File: config.mk
export PLATFORM = sky130hd
export DESIGN_NAME = register_file
export DESIGN_NICKNAME = d
export VERILOG_FILES = /design/src/rtl/register_file.sv
export SDC_FILE = /design/constraint.sdc
export NUM_CORES = 1
export LEC_CHECK = 0
export ABC_AREA = 1
export CORE_AREA = 4 4 144 174
export CTS_CLUSTER_DIAMETER = 120
export DETAILED_ROUTE_END_ITERATION = 8
export DIE_AREA = 0 0 148 178
export GPL_ROUTABILITY_DRIVEN = 0
export PLACE_DENSITY = 0.66
export SLEW_MARGIN = 20
export SYNTH_ARGS = -nofsm -noshare
export SYNTH_HDL_FRONTEND = slang
export SYNTH_SLANG_ARGS = --single-unit
File: constraint.sdc
create_clock -name clk -period 8.4 [get_ports clk]
set_clock_uncertainty 0.15 [all_clocks]
set_input_delay 2.52 -clock clk [delete_from_list [all_inputs] [get_ports clk]]
set_output_delay 2.52 -clock clk [all_outputs]
set_load 0.01 [all_outputs]
File: src/rtl/register_file.sv
// rtl/register_file.sv - addressable register bank with arithmetic write port and two forwarding read ports
module register_file #(
  parameter int WIDTH    = 16,
  parameter int DEPTH    = 8,
  parameter int ZERO_REG = 0,
  parameter int ADDR_W   = $clog2(DEPTH)
) (
  input  logic              clk,
  input  logic              reset,
  input  logic              we,
  input  logic [1:0]        wop,
  input  logic [ADDR_W-1:0] waddr,
  input  logic [WIDTH-1:0]  wdata,
  input  logic              re_a,
  input  logic [ADDR_W-1:0] raddr_a,
  output logic [WIDTH-1:0]  rdata_a,
  output logic              rvalid_a,
  input  logic              re_b,
  input  logic [ADDR_W-1:0] raddr_b,
  output logic [WIDTH-1:0]  rdata_b,
  output logic              rvalid_b
);

  localparam logic ZERO_EN = (ZERO_REG != 0);

  logic [WIDTH-1:0] regs [DEPTH];
  logic [WIDTH-1:0] wr_val;
  logic             wr_en;
  logic [WIDTH-1:0] fwd_a;
  logic [WIDTH-1:0] fwd_b;

  always_comb begin
    wr_val = wdata;
    case (wop)
      2'b00:   wr_val = wdata;
      2'b01:   wr_val = regs[waddr] + WIDTH'(1);
      2'b10:   wr_val = regs[waddr] - WIDTH'(1);
      default: wr_val = '0;
    endcase
  end

  // Register 0 is hardwired to zero in ZERO_REG builds, so writes to it are dropped.
  assign wr_en = we && !(ZERO_EN && (waddr == '0));

  // Read ports see this edge's write result, not the stale register contents.
  assign fwd_a = (ZERO_EN && (raddr_a == '0))  ? '0     :
                 (wr_en && (waddr == raddr_a)) ? wr_val : regs[raddr_a];
  assign fwd_b = (ZERO_EN && (raddr_b == '0))  ? '0     :
                 (wr_en && (waddr == raddr_b)) ? wr_val : regs[raddr_b];

  always_ff @(posedge clk or posedge reset) begin
    if (reset) begin
      for (int i = 0; i < DEPTH; i++) begin
        regs[i] <= '0;
      end
      rdata_a  <= '0;
      rdata_b  <= '0;
      rvalid_a <= 1'b0;
      rvalid_b <= 1'b0;
    end else begin
      if (wr_en) begin
        regs[waddr] <= wr_val;
      end
      rvalid_a <= re_a;
      rvalid_b <= re_b;
      if (re_a) begin
        rdata_a <= fwd_a;
      end
      if (re_b) begin
        rdata_b <= fwd_b;
      end
    end
  end

endmodule

==> results of run 1 <==
[cells in the mapped netlist (5+ instances only)]
master     instances
nor2_1            98
xor2_1             5
o2111ai_1         13
o21ai_0          287
inv_1             92
a21oi_1          101
clkbuf_1          84
buf_1              7
o311ai_0          10
o221ai_1           5
nand3_1           44
a31oi_1            7
nand2_1          373
dfrtp_1          162
buf_2              8
o21ai_1           20
o211ai_1          57
ha_1              17
o21ai_2           10
o22ai_1            5
[registers in the layout, indices dropped and copies added (netlist names)]
name      cells
regs        128
rdata_a      16
rdata_b      16
rvalid_a      1
rvalid_b      1
[worst max-delay path, stage by stage]
cell	delay, ns
clkdlybuf4s50_1	0.75
nor2_4	0.67
o211ai_1	0.18
nand4_1	0.15
inv_1	0.07
fa_1	0.44
inv_1	0.07
nand3_1	0.06
nand2_1	0.14
a21boi_2	0.09
o21ai_0	0.26
a21oi_1	0.14
or2_1	0.22
nand3_1	0.08
nand2_1	0.08
nand2_2	0.18
nand2_1	0.08
nand2_1	0.07
nand2_1	0.04
[metrics by stage]
stage,instances,worst slack [ns],instance area (sq um),hold WS [ns]
after floorplan,1461,1.35,10400,0.303
after global placement,1761,1.95,11200,0.311
after detailed placement,1761,1.89,11200,0.314
after CTS,1793,2.34,11800,0.333
after global routing,1793,1.96,11800,0.353
final,1793,2.29,11800,0.329
[per-layer routing]
layer	share of wire (%)	global-route usage, %
met1	41	36.9
met2	45	44.5
met3	9.2	4.42
met4	4.4	12.8
met5	0	0
[power breakdown]
group          leakage [uW]  switching [uW]  internal (uW)  total, uW
clock network      0.000284             368            428        796
registers           0.00211             150            936       1090
logic               0.00285             450            262        712
[cells in the final DEF (no fill, tap or decap), types with 4 or more instances in the layout]
master and count:
clkbuf_16 17, o221ai_1 5, inv_6 7, o311ai_0 10
buf_4 23, o21ai_1 20, o22ai_1 5, ha_1 17
dfrtp_1 162, a31oi_1 7, xor2_1 5, inv_1 91
clkdlybuf4s50_1 60, o21a_1 4, nand3_1 44, nor2_1 98
o21ai_0 287, a21oi_1 101, o2111ai_1 13, buf_2 5
o21ai_2 10, inv_2 4, nand2_1 373, nand2_2 4
o211ai_1 57
[cell families after synthesis]
kind of cell / Yosys count / share of synthesized area, %
flops: 162 / 38.9
compound gates: 536 / 29.4
simple gates: 538 / 21.3
buf+inv: 201 / 7.64
fa+ha+maj: 18 / 2.24
xor+xnor: 6 / 0.505
[path summary, 6_finish.rpt]
check / start / end / slack (ns)
min reg2reg: rdata_b[11]$_DFFE_PP0P_ / rdata_b[11]$_DFFE_PP0P_ / 0.33
max: waddr[2] / rdata_b[10]$_DFFE_PP0P_ / 2.29
max in group asynchronous: reset / regs[88]$_DFFE_PP0P_ / 4.18
max reg2reg: regs[3]$_DFFE_PP0P_ / regs[126]$_DFFE_PP0P_ / 5.28
min in group asynchronous: reset / regs[98]$_DFFE_PP0P_ / 2.48
min: rdata_b[11]$_DFFE_PP0P_ / rdata_b[11]$_DFFE_PP0P_ / 0.33
[area by class of cell]
class	count	area (sq um)	share of cell area, %
Clock inverter	13	139	1.18
Timing Repair Buffer	88	798	6.78
Inverter	98	378	3.21
Tap cell	315	394	3.35
Clock buffer	19	443	3.76
Sequential cell	162	4050	34.4
Multi-Input combinational cell	1098	5560	47.3
==> results.txt, run 1 <==
----------------------------------------------------
[Setup path]
  Logic depth of the worst register-to-register path ... 16
  Critical Path End Type ... flop
  Critical path startpoint category ... input pin
  CP Class ... in -> reg
  Data arrival at the endpoint of the critical path ... 6.30 ns
  Critical path data required time ... 8.59 ns
  Worst Path Max Fanout ... 18

[STA]
  Hold violation total from the final report ... 0
  Number of endpoints failing setup at the final stage ... 0
  Fin crit share ... between 70% and 80%
  Achievable clock frequency ... about 0.16 GHz
  Rel. slew slack ... between 30% and 40%
  Fin. max-slew vios ... 0
  Fin Setup TNS ... 0 ns
  Clock period minus final worst setup slack ... ~6.1 ns
  Slew @ Worst Pin ... 1.01 ns
  Setup repair after global routing missed its margin ... no

[Run]
  Max-capacitance violation count ... 0

[Floorplan]
  Initial core utilization ... between 40% and 50%
  Top-level port count ... 66
  Number of cell rows ... around 60
  Core Region ... around 23000 sq um
  Die Span Y ... about 180 microns
  Horizontal die dimension ... 148 microns
  DIE AREA ... 26300 sq um

[Yosys]
  Synthesized flop and latch total ... approximately 160
  Yosys top cell area share ... ~40%
  Top cell type by total area after synthesis ... dfrtp_1
  Yosys Warn Count ... 0
  Syn Nets ... about 1500
  Cells taking the most area after synthesis ... dfrtp_1 (39%), o21ai_0 (14%), nand2_1 (13%), a21oi_1 (4.9%), o211ai_1 (4.1%)
  Most used DFF post-synth ... dfrtp_1
  Post-synth ARST share ... 100%
  Post-Synthesis Cell Area ... 10400 sq um
  Post-synthesis cell type count ... about 50
  Synth Area per Inst ... about 7.1 sq um
  Count of flip-flops with a built-in enable after synthesis ... 0
  Number of standard cells after synthesis ... 1461
  Part of the Yosys area used for sequential elements ... between 30% and 40%

[Finish]
  Count of fill cells added during filler insertion ... 2341
  Number of diodes added for antenna fixing ... 0
  Area growth from synthesis to layout ... 13.0%
  Count of nets after finishing ... about 1500
  Share of the core filled with cells ... around 50%
  Fraction of final layout cells sized beyond drive strength 1 ... under 10%

[Run status]
  Status ... complete, no violations

[GRT]
  Number of global-route vias before repair ... just under 10000
  GR Overflow Total ... 0
  Global-route total usage across every layer ... about 28%
  Antenna violations before repair ... 0
  Pin count of the biggest net entering global routing ... between 90 and 100
  Wire length of the first global-routing pass ... between 50000 and 60000 microns

[Pwr]
  Maximum vdd drop ... roughly 0.10 mV
  Cell area power density ... approximately 220 nW/um^2
  Overall power ... 2590 uW
  Leakage power summed over all cells ... between 0.005 and 0.006 uW

[Worst hold path]
  Worst hold stages ... 2
  Hold WC Path Type ... reg -> reg

[Detailed routing]
  Post-route ant nets ... 0
  Number of detailed-routing iterations run before antenna repair ... 9
  DRT Wirelength ... 36900 microns
  Wirelength per Cell ... between 20 and 25 microns
  Overall via count from detail_route ... about 11000
  DRC violation total after the first TritonRoute iteration ... roughly 1200
  Via density per instance ... approximately 6
  Residual DRC count ... 0

[Placed design]
  Count of buffers from port buffering ... 65
  Dpl hpwl ... around 24000 microns

[Clock tree]
  Clock transition at the register clock pins on the worst setup and hold paths after CTS ... around 0.070 ns
  Max Root-Sink Buffers ... 2
  Count of H-tree levels built during CTS ... 4
  Number of resized instances in the post-cts repair step ... 0
  CTS Buf Count ... 17
  Number of setup buffers added after CTS ... 0
  Cell at the root of the clock tree ... clkbuf_16
  Latest clock arrival within the worst-skew pair ... between 0.4 and 0.5 ns
  Cts hold-fix bufs ... 0
  TritonCTS sink count ... 162
  Clock tree from TritonCTS ... done

----------------------------------------------------
Note: power is estimated with default switching activity, not from simulation.
==> inputs of run 2 (changes only) <==
- PLACE_DENSITY: 0.66 -> 0.68
- clock period: 8.4 -> 5.55 ns (I/O delays scaled with it)
==> results.txt, run 2 (synthesis gave the netlist of run 1 again) <==
----------------------------------------------------
[Detailed routing]
  Via density per instance ... 6.02 (+0.62%)
  Overall via count from detail_route ... 10900 (+1.4%)
  Wirelength per Cell ... 20.2 microns (-1.6%)
  DRT Wirelength ... 36600 microns (-0.82%)
  DRC violation total after the first TritonRoute iteration ... 1084 (-12%)
  Number of detailed-routing iterations run before antenna repair ... 8 (-1)
  Residual DRC count ... 0 (unchanged)
  Post-route ant nets ... 0 (unchanged)

[Clock tree]
  Cell at the root of the clock tree ... clkbuf_16
  Number of setup buffers added after CTS ... 0 (unchanged)
  Number of resized instances in the post-cts repair step ... 0 (unchanged)
  Clock transition at the register clock pins on the worst setup and hold paths after CTS ... 0.07 ns (about the same)
  Max Root-Sink Buffers ... 2 (unchanged)
  Cts hold-fix bufs ... 0 (unchanged)
  Count of H-tree levels built during CTS ... 4 (unchanged)
  Clock tree from TritonCTS ... done
  TritonCTS sink count ... 162 (unchanged)
  Latest clock arrival within the worst-skew pair ... 0.44 ns (about the same)
  CTS Buf Count ... 17 (unchanged)

[Pwr]
  Sequential power share ... 42.2% (+0.3 points)
  Leakage power summed over all cells ... 0.00532 uW (+1.4%)
  Combinational Power Share ... 27.7% (+0.3 points)
  Clock share of power ... 30.1% (-0.6 points)
  Internal cell power ... 2450 uW (+51%)
  Switching power as a share of total power ... 37.2% (-0.15 points)
  Maximum vdd drop ... 0.158 mV (+53%)
  Power dissipated by switching net loads ... 1450 uW (+50%)
  Cell area power density ... 328 nW/um^2 (+49%)

[Setup path]
  Worst Path Max Fanout ... 10 (-8)
  CP Class ... in -> reg
  R2r setup slk ... 2.33 ns (-2.95 ns)
  Count of buffer and inverter cells on the critical path ... 3 (unchanged)
  Crit Reg-Reg Endpoint ... regs[90]$_DFFE_PP0P_
  Worst path top cell family by delay ... compound AO/OA/AOI/OAI gates
  Logic depth of the worst register-to-register path ... 17 (+1)
  CP Cell Sequence ... clkdlybuf4s50_1 -> buf_4 -> nor2_8 -> buf_4 -> o21ai_0 -> o2111ai_1 -> ha_1 -> a21oi_1 -> a21boi_2 -> o21ai_0 -> a21oi_1 -> or2_1 -> nand3_1 -> nand2_1 -> nand2_2 -> o21ai_0
  Worst r2r src ... regs[17]$_DFFE_PP0P_
  Critical Path End Type ... flop
  Critical path data required time ... 5.73 ns (-2.86 ns)
  Crit path largest cell delay ... 0.68 ns (-0.07 ns)
  Critical path startpoint category ... input pin
  Cell with the largest stage delay on the worst path ... clkdlybuf4s50_1
  Data arrival at the endpoint of the critical path ... 5.22 ns (-1.08 ns)
  Crit path top cell by count ... o21ai_0

[STA]
  Setup repair after global routing missed its margin ... no
  Fin crit share ... about nine tenths
  Hold violation total from the final report ... 0 (unchanged)
  Slew @ Worst Pin ... 0.933 ns (-0.0778 ns)
  Achievable clock frequency ... approximately 0.20 GHz
  Fin. max-slew vios ... 0 (unchanged)
  Clock period minus final worst setup slack ... a little over 5 ns
  Fin Setup TNS ... 0 ns (unchanged)
  Number of endpoints failing setup at the final stage ... 0 (unchanged)
  Rel. slew slack ... 37.8% (+5.3 points)

[Floorplan]
  Top-level port count ... 66 (unchanged)
  Initial core utilization ... 44.9% (unchanged)
  Die Span Y ... 178 microns (unchanged)
  Number of cell rows ... 61 (unchanged)
  Horizontal die dimension ... 148 microns (unchanged)
  DIE AREA ... 26300 sq um (unchanged)
  Core Region ... 23200 sq um (unchanged)

[GRT]
  Global-route total usage across every layer ... 27.7% (-0.066 points)
  GR Overflow Total ... 0 (unchanged)
  Number of global-route vias before repair ... 10100 (+4.5%)
  Wire length of the first global-routing pass ... 57100 microns (+0.62%)
  Pin count of the biggest net entering global routing ... 163 (+68%)
  Antenna violations before repair ... 0 (unchanged)

[Finish]
  Area growth from synthesis to layout ... 14.2%
  Number of diodes added for antenna fixing ... 0 (unchanged)
  Top register by number of flip-flops ... regs
  Count of fill cells added during filler insertion ... 2291 (-2.1%)
  Max reg flops ... 128 (unchanged)
  Count of nets after finishing ... 1529 (+0.92%)
  Most common library cell in the layout ignoring fill and taps ... nand2_1
  Fraction of final layout cells sized beyond drive strength 1 ... 7.31% (+0.95 points)
  Share of the core filled with cells ... 51.2% (+0.52 points)
  Largest registers in the final layout ... regs (128), rdata_a (16), rdata_b (16)
  Most used cells in the layout excluding fill and tap cells ... nand2_1 (373), o21ai_0 (287), dfrtp_1 (162)

[Worst hold path]
  Capture endpoint of the worst hold path ... rdata_a[10]$_DFFE_PP0P_
  Hold WC Path Type ... reg -> reg
  Worst hold stages ... 2 (unchanged)
  Hold path startpoint ... rdata_a[10]$_DFFE_PP0P_

[Placed design]
  Count of buffers from port buffering ... 65 (unchanged)
  Dpl hpwl ... 24400 microns (+0.95%)

[Run status]
  Status ... complete, no violations

[Run]
  Max-capacitance violation count ... 0 (unchanged)

----------------------------------------------------
==> run 2: changes by cell type in the layout (fill, tap and decap cells not counted) <==
cell / delta
clkinvlp_4: +1
buf_4: +12
clkbuf_1: -1
inv_6: -3
clkinv_2: +3
inv_8: +1
buf_12: +2
clkbuf_8: -1
==> run 2: power by group through the flow <==
stage / Sequential (uW) / Combinational, uW / Clock, uW
5_1_grt: 1680 / 1210 / 1230
3_5_place_dp: 1660 / 1060 / 0
4_1_cts: 1640 / 1070 / 1180
6_report: 1650 / 1080 / 1170
2_1_floorplan: 1600 / 710 / 0
3_3_place_gp: 1660 / 1040 / 0
==> run 2: worst max-delay path by stage <==
stage / slack [ns] / start / cells past startpoint / end
after floorplan: 0.95 / waddr[0] / 19 / rdata_a[8]$_DFFE_PP0P_
after global placement: 0.18 / waddr[2] / 20 / rdata_a[10]$_DFFE_PP0P_
after detailed placement: 0.10 / waddr[2] / 17 / rdata_a[8]$_DFFE_PP0P_
after CTS: 0.55 / waddr[2] / 18 / rdata_a[8]$_DFFE_PP0P_
after global routing: 0.20 / waddr[2] / 19 / rdata_b[14]$_DFFE_PP0P_
final: 0.52 / waddr[2] / 16 / regs[90]$_DFFE_PP0P_
==> run 2: final cells by class <==
type / count / area, sq um / area share (%)
multi-input combinational: 1098 / 5560 / 46.8
inverter: 98 / 377 / 3.17
sequential: 162 / 4050 / 34.1
timing repair buffer: 102 / 928 / 7.81
tap: 315 / 394 / 3.32
clock buffer: 17 / 425 / 3.58
clock inverter: 15 / 148 / 1.24
==> run 2: worst register-to-register path, cell delays in order, from the launching register on <==
cell,delay [ns]
dfrtp_1,0.41
nor2_1,0.09
nor2_1,0.12
o21ai_0,0.09
nand4_1,0.15
inv_1,0.07
fa_1,0.43
inv_1,0.07
nand3_1,0.06
nand2_1,0.16
a21boi_2,0.10
o21ai_0,0.30
a21oi_1,0.14
or2_1,0.23
nand3_1,0.11
nand2_1,0.08
nand2_2,0.17
o21ai_0,0.14
==> run 2: layer usage <==
| metal | wire [microns] | GRT usage [%] | vias up |
|---|---|---|---|
| met5 | 0 | 0 | - |
| met4 | 2130 | 15.4 | 0 |
| met3 | 3380 | 3.89 | 153 |
| met2 | 16800 | 44.6 | 637 |
| met1 | 14300 | 35.9 | 5050 |
| li1 | - | - | 5036 |
==> run 2: per-stage QoR <==
step           cell area, sq um  hold WS (ns)  std cells  power, uW  setup WS [ns]
5_1_grt                   11900         0.354       1807       4120          0.198
4_1_cts                   11900         0.334       1807       3890          0.547
3_3_place_gp              11300         0.313       1775       2700          0.176
6_report                  11900         0.330       1807       3900          0.518
2_1_floorplan             10400         0.303       1461       2310          0.946
3_5_place_dp              11300         0.315       1775       2720          0.101
